**config.mk**
```make
export PLATFORM = sky130hd
export DESIGN_NAME = seg_scan_flat
export DESIGN_NICKNAME = d
export VERILOG_FILES = /design/src/rtl/seg_scan_if.sv /design/src/rtl/seg_scan.sv /design/src/flat_wrapper.sv
export SDC_FILE = /design/constraint.sdc
export NUM_CORES = 1
export LEC_CHECK = 0
export BUFFER_PORTS_ARGS = -buffer_cell sky130_fd_sc_hd__buf_2
export CAP_MARGIN = 20
export CORE_MARGIN = 3
export CORE_UTILIZATION = 44
export DETAILED_ROUTE_END_ITERATION = 7
export GPL_TIMING_DRIVEN = 0
export MAX_ROUTING_LAYER = met4
export PLACE_DENSITY = 0.66
export SLEW_MARGIN = 20
export SYNTH_ARGS = -nofsm -noshare
export SYNTH_HDL_FRONTEND = slang
export SYNTH_SLANG_ARGS = --single-unit
```
**constraint.sdc**
```tcl
create_clock -name clock -period 4.3 [get_ports clock]
set_input_delay 0.43 -clock clock [delete_from_list [all_inputs] [get_ports clock]]
set_output_delay 0.43 -clock clock [all_outputs]
set_load 0.02 [all_outputs]
```
**src/rtl/seg_scan_if.sv**
```systemverilog
// Bundle of the display-data inputs and segment/digit outputs of seg_scan.
// master = timing/data source side, slave = the seg_scan driver itself.
interface seg_scan_if #(
  parameter int digit_count = 8
);
  logic                     phase [0:digit_count-1];
  logic [4*digit_count-1:0] value;
  logic [digit_count-1:0]   dp_in;
  logic [digit_count-1:0]   blink_en;
  logic                     lz_en;
  logic                     update;
  logic [digit_count-1:0]   digit_n;
  logic [7:0]               seg_n;
  logic                     frame_start;
  logic                     phase_error;

  modport master (
    output phase, value, dp_in, blink_en, lz_en, update,
    input  digit_n, seg_n, frame_start, phase_error
  );

  modport slave (
    input  phase, value, dp_in, blink_en, lz_en, update,
    output digit_n, seg_n, frame_start, phase_error
  );
endinterface

```
**src/rtl/seg_scan.sv**
```systemverilog
// Multiplexed 7-segment driver. Follows the one-hot phase vector from the
// timing stage, lighting one digit per phase from a per-frame snapshot of
// the display data, with anti-ghost blanking, leading-zero suppression and
// per-digit blink. All outputs are registered (one cycle behind phase).
module seg_scan #(
  parameter int digit_count  = 8,
  parameter int blank_cycles = 1,
  parameter int blink_frames = 32
) (
  input logic       clock,
  input logic       reset_n,
  seg_scan_if.slave bus
);

  localparam int iw = (digit_count > 1) ? $clog2(digit_count) : 1;
  localparam int bw = (blank_cycles > 0) ? $clog2(blank_cycles + 1) : 1;
  localparam int fw = (blink_frames > 1) ? $clog2(blink_frames) : 1;

  localparam logic [iw-1:0] last_idx   = iw'(digit_count - 1);
  localparam logic [bw-1:0] blank_load = bw'(blank_cycles);
  localparam logic [fw-1:0] frame_top  = fw'(blink_frames - 1);

  logic [iw-1:0]            prev_idx_q;
  logic [bw-1:0]            blank_cnt_q,   blank_cnt_d;
  logic [fw-1:0]            frame_cnt_q,   frame_cnt_d;
  logic                     blink_phase_q, blink_phase_d;
  logic                     pending_q,     pending_d;
  logic [4*digit_count-1:0] shadow_val_q,  shadow_val_d;
  logic [digit_count-1:0]   shadow_dp_q,   shadow_dp_d;
  logic [digit_count-1:0]   shadow_blink_q, shadow_blink_d;
  logic [digit_count-1:0]   digit_n_q,     digit_n_d;
  logic [7:0]               seg_n_q,       seg_n_d;
  logic                     frame_start_q;
  logic                     phase_error_q;

  logic                   seen, multi, valid, change, boundary, load, lit;
  logic                   zero_above;
  logic [iw-1:0]          idx;
  logic [bw-1:0]          blank_eff;
  logic [digit_count-1:0] sup_vec;
  logic [3:0]             nibble;
  logic [6:0]             pattern;

  function automatic logic [6:0] hex7(input logic [3:0] n);
    case (n)
      4'h0: hex7 = 7'h3F;
      4'h1: hex7 = 7'h06;
      4'h2: hex7 = 7'h5B;
      4'h3: hex7 = 7'h4F;
      4'h4: hex7 = 7'h66;
      4'h5: hex7 = 7'h6D;
      4'h6: hex7 = 7'h7D;
      4'h7: hex7 = 7'h07;
      4'h8: hex7 = 7'h7F;
      4'h9: hex7 = 7'h6F;
      4'hA: hex7 = 7'h77;
      4'hB: hex7 = 7'h7C;
      4'hC: hex7 = 7'h39;
      4'hD: hex7 = 7'h5E;
      4'hE: hex7 = 7'h79;
      default: hex7 = 7'h71;
    endcase
  endfunction

  // Phase decode, snapshot/blink/blank next-state and the next digit/segment drive.
  // Display uses the _d shadow/blink values so the boundary cycle already shows the new frame.
  always_comb begin
    seen  = 1'b0;
    multi = 1'b0;
    idx   = '0;
    for (int i = 0; i < digit_count; i++) begin
      if (bus.phase[i]) begin
        if (seen) multi = 1'b1;
        seen = 1'b1;
        idx  = iw'(i);
      end
    end
    valid    = seen && !multi;
    change   = valid && (idx != prev_idx_q);
    boundary = change && (idx == '0);

    blank_eff = change ? blank_load : blank_cnt_q;
    if (!valid)                blank_cnt_d = blank_cnt_q;
    else if (blank_eff != '0)  blank_cnt_d = blank_eff - 1'b1;
    else                       blank_cnt_d = '0;

    load           = boundary && (pending_q || bus.update);
    shadow_val_d   = load ? bus.value    : shadow_val_q;
    shadow_dp_d    = load ? bus.dp_in    : shadow_dp_q;
    shadow_blink_d = load ? bus.blink_en : shadow_blink_q;
    if (boundary)        pending_d = 1'b0;
    else if (bus.update) pending_d = 1'b1;
    else                 pending_d = pending_q;

    frame_cnt_d   = frame_cnt_q;
    blink_phase_d = blink_phase_q;
    if (boundary) begin
      if (frame_cnt_q == '0) begin
        frame_cnt_d   = frame_top;
        blink_phase_d = ~blink_phase_q;
      end else begin
        frame_cnt_d = frame_cnt_q - 1'b1;
      end
    end

    zero_above = 1'b1;
    sup_vec    = '0;
    for (int k = digit_count - 1; k >= 1; k--) begin
      zero_above = zero_above && (shadow_val_d[4*k +: 4] == 4'h0);
      sup_vec[k] = bus.lz_en && zero_above;
    end

    nibble  = shadow_val_d[4*idx +: 4];
    pattern = sup_vec[idx] ? 7'h00 : hex7(nibble);
    lit     = valid && (blank_eff == '0) && !(shadow_blink_d[idx] && blink_phase_d);

    if (lit) begin
      digit_n_d = ~(digit_count'(1) << idx);
      seg_n_d   = ~{shadow_dp_d[idx], pattern};
    end else begin
      digit_n_d = '1;
      seg_n_d   = 8'hFF;
    end
  end

  // State and output registers; invalid phase leaves prev_idx and counters untouched.
  always_ff @(posedge clock or negedge reset_n) begin
    if (!reset_n) begin
      prev_idx_q     <= last_idx;
      blank_cnt_q    <= '0;
      frame_cnt_q    <= frame_top;
      blink_phase_q  <= 1'b0;
      pending_q      <= 1'b1;
      shadow_val_q   <= '0;
      shadow_dp_q    <= '0;
      shadow_blink_q <= '0;
      digit_n_q      <= '1;
      seg_n_q        <= 8'hFF;
      frame_start_q  <= 1'b0;
      phase_error_q  <= 1'b0;
    end else begin
      if (valid) prev_idx_q <= idx;
      blank_cnt_q    <= blank_cnt_d;
      frame_cnt_q    <= frame_cnt_d;
      blink_phase_q  <= blink_phase_d;
      pending_q      <= pending_d;
      shadow_val_q   <= shadow_val_d;
      shadow_dp_q    <= shadow_dp_d;
      shadow_blink_q <= shadow_blink_d;
      digit_n_q      <= digit_n_d;
      seg_n_q        <= seg_n_d;
      frame_start_q  <= boundary;
      phase_error_q  <= !valid;
    end
  end

  assign bus.digit_n     = digit_n_q;
  assign bus.seg_n       = seg_n_q;
  assign bus.frame_start = frame_start_q;
  assign bus.phase_error = phase_error_q;

endmodule

```
**src/flat_wrapper.sv**
```systemverilog
// flat-port wrapper written by rule: the top's interface ports become plain ports
module seg_scan_flat 
#(
  parameter int digit_count  = 8,
  parameter int blank_cycles = 1,
  parameter int blink_frames = 32
)
  (clock, reset_n, bus_phase, bus_value, bus_dp_in, bus_blink_en, bus_lz_en, bus_update, bus_digit_n, bus_seg_n, bus_frame_start, bus_phase_error);
  seg_scan_if #(.digit_count(digit_count)) bus_i ();
  input logic clock;
  input logic reset_n;
  input wire logic [$bits(bus_i.phase)-1:0] bus_phase;
  input wire logic [$bits(bus_i.value)-1:0] bus_value;
  input wire logic [$bits(bus_i.dp_in)-1:0] bus_dp_in;
  input wire logic [$bits(bus_i.blink_en)-1:0] bus_blink_en;
  input wire logic [$bits(bus_i.lz_en)-1:0] bus_lz_en;
  input wire logic [$bits(bus_i.update)-1:0] bus_update;
  output wire logic [$bits(bus_i.digit_n)-1:0] bus_digit_n;
  output wire logic [$bits(bus_i.seg_n)-1:0] bus_seg_n;
  output wire logic [$bits(bus_i.frame_start)-1:0] bus_frame_start;
  output wire logic [$bits(bus_i.phase_error)-1:0] bus_phase_error;
  assign bus_i.phase = {>>{bus_phase}};
  assign bus_i.value = bus_value;
  assign bus_i.dp_in = bus_dp_in;
  assign bus_i.blink_en = bus_blink_en;
  assign bus_i.lz_en = bus_lz_en;
  assign bus_i.update = bus_update;
  assign bus_digit_n = bus_i.digit_n;
  assign bus_seg_n = bus_i.seg_n;
  assign bus_frame_start = bus_i.frame_start;
  assign bus_phase_error = bus_i.phase_error;
  seg_scan #(.digit_count(digit_count), .blank_cycles(blank_cycles), .blink_frames(blink_frames)) u_core (.clock(clock), .reset_n(reset_n), .bus(bus_i));
endmodule
```
==> results of run 1 <==
through the flow:
stage	cells	utilization	hold slack (ps)	power [mW]
detailed placement	595	0.519	388	1.09
global placement	593	0.515	444	1.08
global route	610	0.540	17.1	1.68
finish	610	0.540	-2.52	1.61
CTS	610	0.540	7.02	1.61
floorplan	410	-	134	0.983
critical path, stage by stage:
cell     delay (ps)
buf_6           110
nor4_4          690
nand4_2         260
buf_6           240
buf_6           160
mux2_2          310
a22o_1          210
o31ai_2         550
inv_1           150
ha_1            280
mux2_2          280
a21oi_1         160
o21ai_0         110
power by group:
part           total [mW]  switching (mW)  internal (mW)
Combinational       0.274           0.158          0.117
Clock               0.526           0.263          0.263
Sequential          0.806          0.0326          0.773
metal layers:
metal	global-route usage	part of all wire	up-vias
li1	-	-	1623
met1	0.309	0.47	1644
met2	0.340	0.45	111
met3	0.0331	0.063	14
met4	0.0685	0.014	0
met5	-	0	-
state kept, by name, summed over array words and instances (netlist names), 3 cells and up:
name	flops
u_core.prev_idx_q	3
u_core.bus.digit_n	8
u_core.shadow_val_q	32
u_core.bus.seg_n	8
u_core.shadow_blink_q	8
u_core.shadow_dp_q	8
u_core.frame_cnt_q	5
path summary, 6_finish.rpt:
kind                                             from                 endpoint  slack [ps]  cells after the start
max in group asynchronous                     reset_n     u_core.prev_idx_q[1]        3670                      2
min in group clock                      bus_value[14]  u_core.shadow_val_q[14]         270                      3
worst max register to register   u_core.prev_idx_q[0]      u_core.bus.seg_n[5]         760                     12
worst min-delay path                          reset_n   u_core.shadow_val_q[3]          -3                      1
worst max-delay path                     bus_phase[1]      u_core.bus.seg_n[5]         630                     13
worst min register to register  u_core.shadow_dp_q[3]    u_core.shadow_dp_q[3]         470                      2
placed cells by master (no fill, tap or decap), types with 3 or more instances in the layout:
cell        n
buf_6       3
a221o_1     5
o21ai_0    15
clkinv_2    3
xor2_1      3
clkbuf_1   13
nand2b_1    3
o21a_1      4
buf_2      78
clkbuf_8    9
a211oi_1    3
nand3_1     8
a31oi_1     3
mux2i_1     4
dfstp_2    25
nand2_1   115
nor2_1     15
dfrtp_1    51
nor4_1      9
o22ai_1     4
mux2_2     24
xnor2_1     4
nor3_1      8
ha_1        7
and2_1      3
or3_1       4
inv_1      11
or4_1       4
a21oi_1    13
cell type report:
cell class                 instances  area share
tap                              108      0.0284
inverter                          12     0.00947
buffer                            19      0.0205
multi-input combinational        303       0.411
clock buffer                      10      0.0268
clock inverter                     5      0.0113
timing repair buffer              77      0.0863
sequential                        76       0.407
cell usage after synthesis (all sizes together) (7+ instances only):
| cell | n | share of area |
|---|---|---|
| nand2 | 115 | 0.11 |
| inv | 11 | 0.010 |
| nand3 | 8 | 0.0099 |
| nor4 | 10 | 0.019 |
| a21oi | 13 | 0.016 |
| o21ai | 16 | 0.020 |
| nor3 | 9 | 0.012 |
| ha | 7 | 0.022 |
| dfrtp | 51 | 0.32 |
| dfstp | 25 | 0.16 |
| nor2 | 15 | 0.014 |
| clkbuf | 12 | 0.011 |
| buf | 7 | 0.013 |
| mux2 | 27 | 0.077 |
cell families (layout without fill, tap and decap cells):
logic type / after synthesis / after routing / share of synthesized area
and+or+nand+nor: 179 / 179 / 0.203
AOI/OAI and AO/OA: 79 / 79 / 0.157
DFF: 76 / 76 / 0.480
muxes: 31 / 31 / 0.0873
buffers and inverters: 31 / 123 / 0.0354
adders and majority gates: 7 / 7 / 0.0217
xor gates and xnor gates: 7 / 7 / 0.0152
==> key figures, run 1 <==
Outcome
  • Status: complete, but fails checks
  • Failing checks: hold timing

Die
  • Row Count: 34
  • IO Count: 78
  • Starting Density: 0.457
  • Die height: slightly above 100 um
  • Die W: around 100 um
  • Full die area: roughly 0.010 sq mm
  • Core Area: between 0.008 and 0.009 sq mm

STA
  • Part of the cycle the worst path needs: 0.854
  • Final setup fails: 0
  • Fin crit period: ~3700 ps
  • RSZ-0062 raised after global routing: no
  • Worst setup margin: around 630 ps
  • Setup_tns: 0 ps
  • Slew margin rel.: 0.454
  • Hold slack: -2.52 ps
  • Max Clock Skew: ~11 ps
  • Slew Limit Fails: 0
  • Fmax: between 200 and 300 MHz
  • Worst Tran Pin Value: 810 ps
  • Final hold vios: 1

CTS
  • CTS buffer count: 9
  • Clock Latency Late Sink: 350 ps
  • Max clock buf depth: 2
  • CTS sink cnt: 76
  • Clock root cell: clkbuf_8
  • Post-CTS Repair Setup Buffers: 0
  • H-tree Lvls: 3
  • Post-CTS resize count: 0
  • Worst-path clk slew: approximately 80 ps
  • # hold bufs at CTS: 0
  • CTS tree: yes

Cells and area
  • Final Cell Area: between 0.004 and 0.005 sq mm
  • Final net count: 565
  • Register Area: between 0.0015 and 0.002 sq mm
  • Ant diodes: 0
  • Multi-input combinational cell area: approximately 0.0020 sq mm
  • P&R area growth vs syn: 18.0%
  • Number of fill cells in the layout: slightly above 800
  • Fraction of layout cells with a size suffix above 1: 0.323

Setup path
  • CP Max Fanout: 10
  • Crit Path Category: input port to register
  • CP Launch Type: input port
  • Arr. time, crit path: 3950 ps
  • Critical path required time: about 4600 ps
  • Kind of end point of the critical path: register

Yosys
  • Post-synthesis cell type count: 64
  • YS warnings: 0
  • Number of flops mapped to enable cells by yosys: 0
  • Avg Cell Area, Syn: between 9 and 10 sq um
  • Synth async-reset ratio: 1.00
  • Sequential-to-total area share from yosys stat: 0.480
  • Mapped Area: ~0.004 sq mm
  • Most used DFF post-synth: dfrtp_1
  • Synth Net Count: around 480
  • Mapped Cells: 410
  • Synthesis-stage register bit count: 76

Detailed routing
  • DRC violations left: 0
  • Wire length per cell: 17.8 um
  • DRT Pass-1 Iters: 4
  • Post-DRT Antenna Nets: 0
  • Vias: 3,392
  • Via-to-Cell Ratio: approximately 5.6
  • Initial DRC Count: around 150
  • Final WL: 10.9 mm

Placement
  • DP Area: approximately 0.0046 sq mm
  • Port Buffers: 75
  • Setup Slack @ Placement: approximately 300 ps
  • Final HPWL DP: between 8 and 9 mm
  • Placer Congestion: between 0.9 and 1

Global route
  • First-pass GRT wire length: around 17 mm
  • Pin count of the biggest net entering global routing: 48
  • GR Overflow Total: 0
  • Initial antenna violation count: 0
  • GRT Total Usage: 0.223
  • Vias in the first global route: 3,313

Worst hold path
  • Hold crit path type: input port to asynchronous set/reset pin

Power
  • Power per cell area: ~340 mW/mm^2
  • Maximum VDD drop: between 0.0001 and 0.00015 V
  • Static leakage: between 2 and 2.5 nW

Run
  • Max Cap Viol: 0
(Power assumes the default switching activity.)
==> inputs of run 2 (changes only) <==
--- a/config.mk
+++ b/config.mk
@@ -12,8 +12,8 @@
 export DETAILED_ROUTE_END_ITERATION = 7
 export GPL_TIMING_DRIVEN = 0
 export MAX_ROUTING_LAYER = met4
-export PLACE_DENSITY = 0.66
-export SLEW_MARGIN = 20
+export PLACE_DENSITY = 0.62
 export SYNTH_ARGS = -nofsm -noshare
 export SYNTH_HDL_FRONTEND = slang
 export SYNTH_SLANG_ARGS = --single-unit
+export TNS_END_PERCENT = 5
==> key figures, run 2 (same netlist as run 1, synthesis figures left out) <==
Outcome
  • Status: complete, but fails checks
  • Failing checks: hold timing

Die
  • IO Count: between 70 and 80
  • Die height: about 100 um
  • Core Area: roughly 0.0088 sq mm
  • Full die area: about 0.010 sq mm
  • Die W: 102 um
  • Starting Density: 0.457
  • Row Count: 34

STA
  • Worst setup margin: approximately 730 ps
  • Slew margin rel.: 0.511
  • Slew Limit Fails: 0
  • Worst Tran Pin Value: approximately 730 ps
  • Setup_tns: 0 ps
  • Part of the cycle the worst path needs: 0.829
  • RSZ-0062 raised after global routing: no
  • Final setup fails: 0
  • Fin crit period: between 3000 and 4000 ps
  • Hold slack: -1.79 ps
  • Final hold vios: 3
  • Max Clock Skew: between 4 and 5 ps
  • Fmax: around 280 MHz

Setup path
  • Critical path required time: ~4600 ps
  • CP Max Fanout: 10
  • Worst R2R Path Depth: 12
  • CP Launch Type: input port
  • Arr. time, crit path: 3840 ps
  • Crit Path Category: input port to register
  • Kind of end point of the critical path: register

Placement
  • Placer Congestion: 0.959
  • Final HPWL DP: between 8 and 9 mm
  • Setup Slack @ Placement: slightly above 300 ps
  • Port Buffers: 75
  • DP Area: ~0.0046 sq mm

Cells and area
  • Most frequent cells in the layout: nand2_1 (115), buf_2 (78), dfrtp_1 (51)
  • Fraction of layout cells with a size suffix above 1: 0.324
  • Most common cell after layout, fill and taps aside: nand2_1
  • Ant diodes: 0
  • Final net count: approximately 570
  • Fin util: 0.544
  • Biggest register: u_core.shadow_val_q
  • Final Cell Area: approximately 0.0048 sq mm
  • Largest register FFs: 32
  • P&R area growth vs syn: 18.9%

Global route
  • Initial antenna violation count: 0
  • GRT Total Usage: 0.224
  • First-pass GRT wire length: ~17 mm
  • Vias in the first global route: around 3.3k
  • GR Overflow Total: 0
  • Pin count of the biggest net entering global routing: 48

CTS
  • Clock Latency Late Sink: 350 ps
  • Post-CTS resize count: 0
  • H-tree Lvls: 3
  • CTS sink cnt: 76
  • # hold bufs at CTS: 0
  • Max clock buf depth: 2
  • Post-CTS Repair Setup Buffers: 0
  • CTS buffer count: 9
  • Worst-path clk slew: approximately 70 ps
  • CTS tree: yes
  • Clock root cell: clkbuf_8

Detailed routing
  • DRT Pass-1 Iters: 5
  • Vias: about 3.4k
  • Via-to-Cell Ratio: about 5.5
  • Wire length per cell: roughly 17 um
  • Final WL: roughly 11 mm
  • Post-DRT Antenna Nets: 0
  • DRC violations left: 0
  • Initial DRC Count: 166

Power
  • Static leakage: about 2.3 nW
  • Maximum VDD drop: about 0.00014 V
  • Power per cell area: roughly 350 mW/mm^2

Worst hold path
  • Hold crit path type: input port to asynchronous set/reset pin

Run
  • Max Cap Viol: 0
run 2: cell types whose count changed in the layout (fill, tap and decap cells not counted), sizes merged:
cell	before	now
clkinv	5	4
bufinv	1	2
clkbuf	22	23
run 2: report_power, final:
group | internal (mW) | switching (mW)
sequential | 0.773 | 0.0332
clock | 0.340 | 0.265
combinational | 0.117 | 0.155
total | 1.23 | 0.453
run 2: metal layers:
metal | track usage | routed length [um]
met1 | 0.298 | 4860
met2 | 0.348 | 5080
met3 | 0.0468 | 561
met4 | 0.0583 | 176
met5 | - | 0
run 2: stage by stage:
stage                     std cells  power [mW]
after floorplan                 410       0.983
after global placement          593        1.08
after detailed placement        594        1.09
after CTS                       610        1.69
after global routing            611        1.76
final                           611        1.68
run 2: final cells by class:
class | instances | area (sq um)
inverters | 12 | 45.0
clock buffers | 11 | 141
multi-input cells | 303 | 1950
repair buffers | 77 | 410
flip-flops and latches | 76 | 1930
plain buffers | 19 | 97.6
clock inverters | 5 | 75.1
well taps | 108 | 135
fillers | 816 | 4020
run 2: worst paths after layout:
kind	startpoint	to	slack (ps)
min in group clock	bus_value[14]	u_core.shadow_val_q[14]	270
max in group asynchronous	reset_n	u_core.prev_idx_q[1]	3690
setup reg to reg	u_core.prev_idx_q[0]	u_core.bus.seg_n[0]	770
hold reg to reg	u_core.shadow_dp_q[3]	u_core.shadow_dp_q[3]	470
hold / removal	reset_n	u_core.shadow_val_q[3]	-2
setup / recovery	bus_phase[1]	u_core.bus.seg_n[0]	730
run 2: worst max-delay path, stage by stage:
cell and delay [ps]:
buf_6 110, nor4_4 630, nand4_2 240, buf_6 230, buf_6 160, mux2_2 300
a22o_1 230, o31ai_2 540, inv_1 150, ha_1 270, nand2_1 80, a21oi_1 50
a2111o_1 400
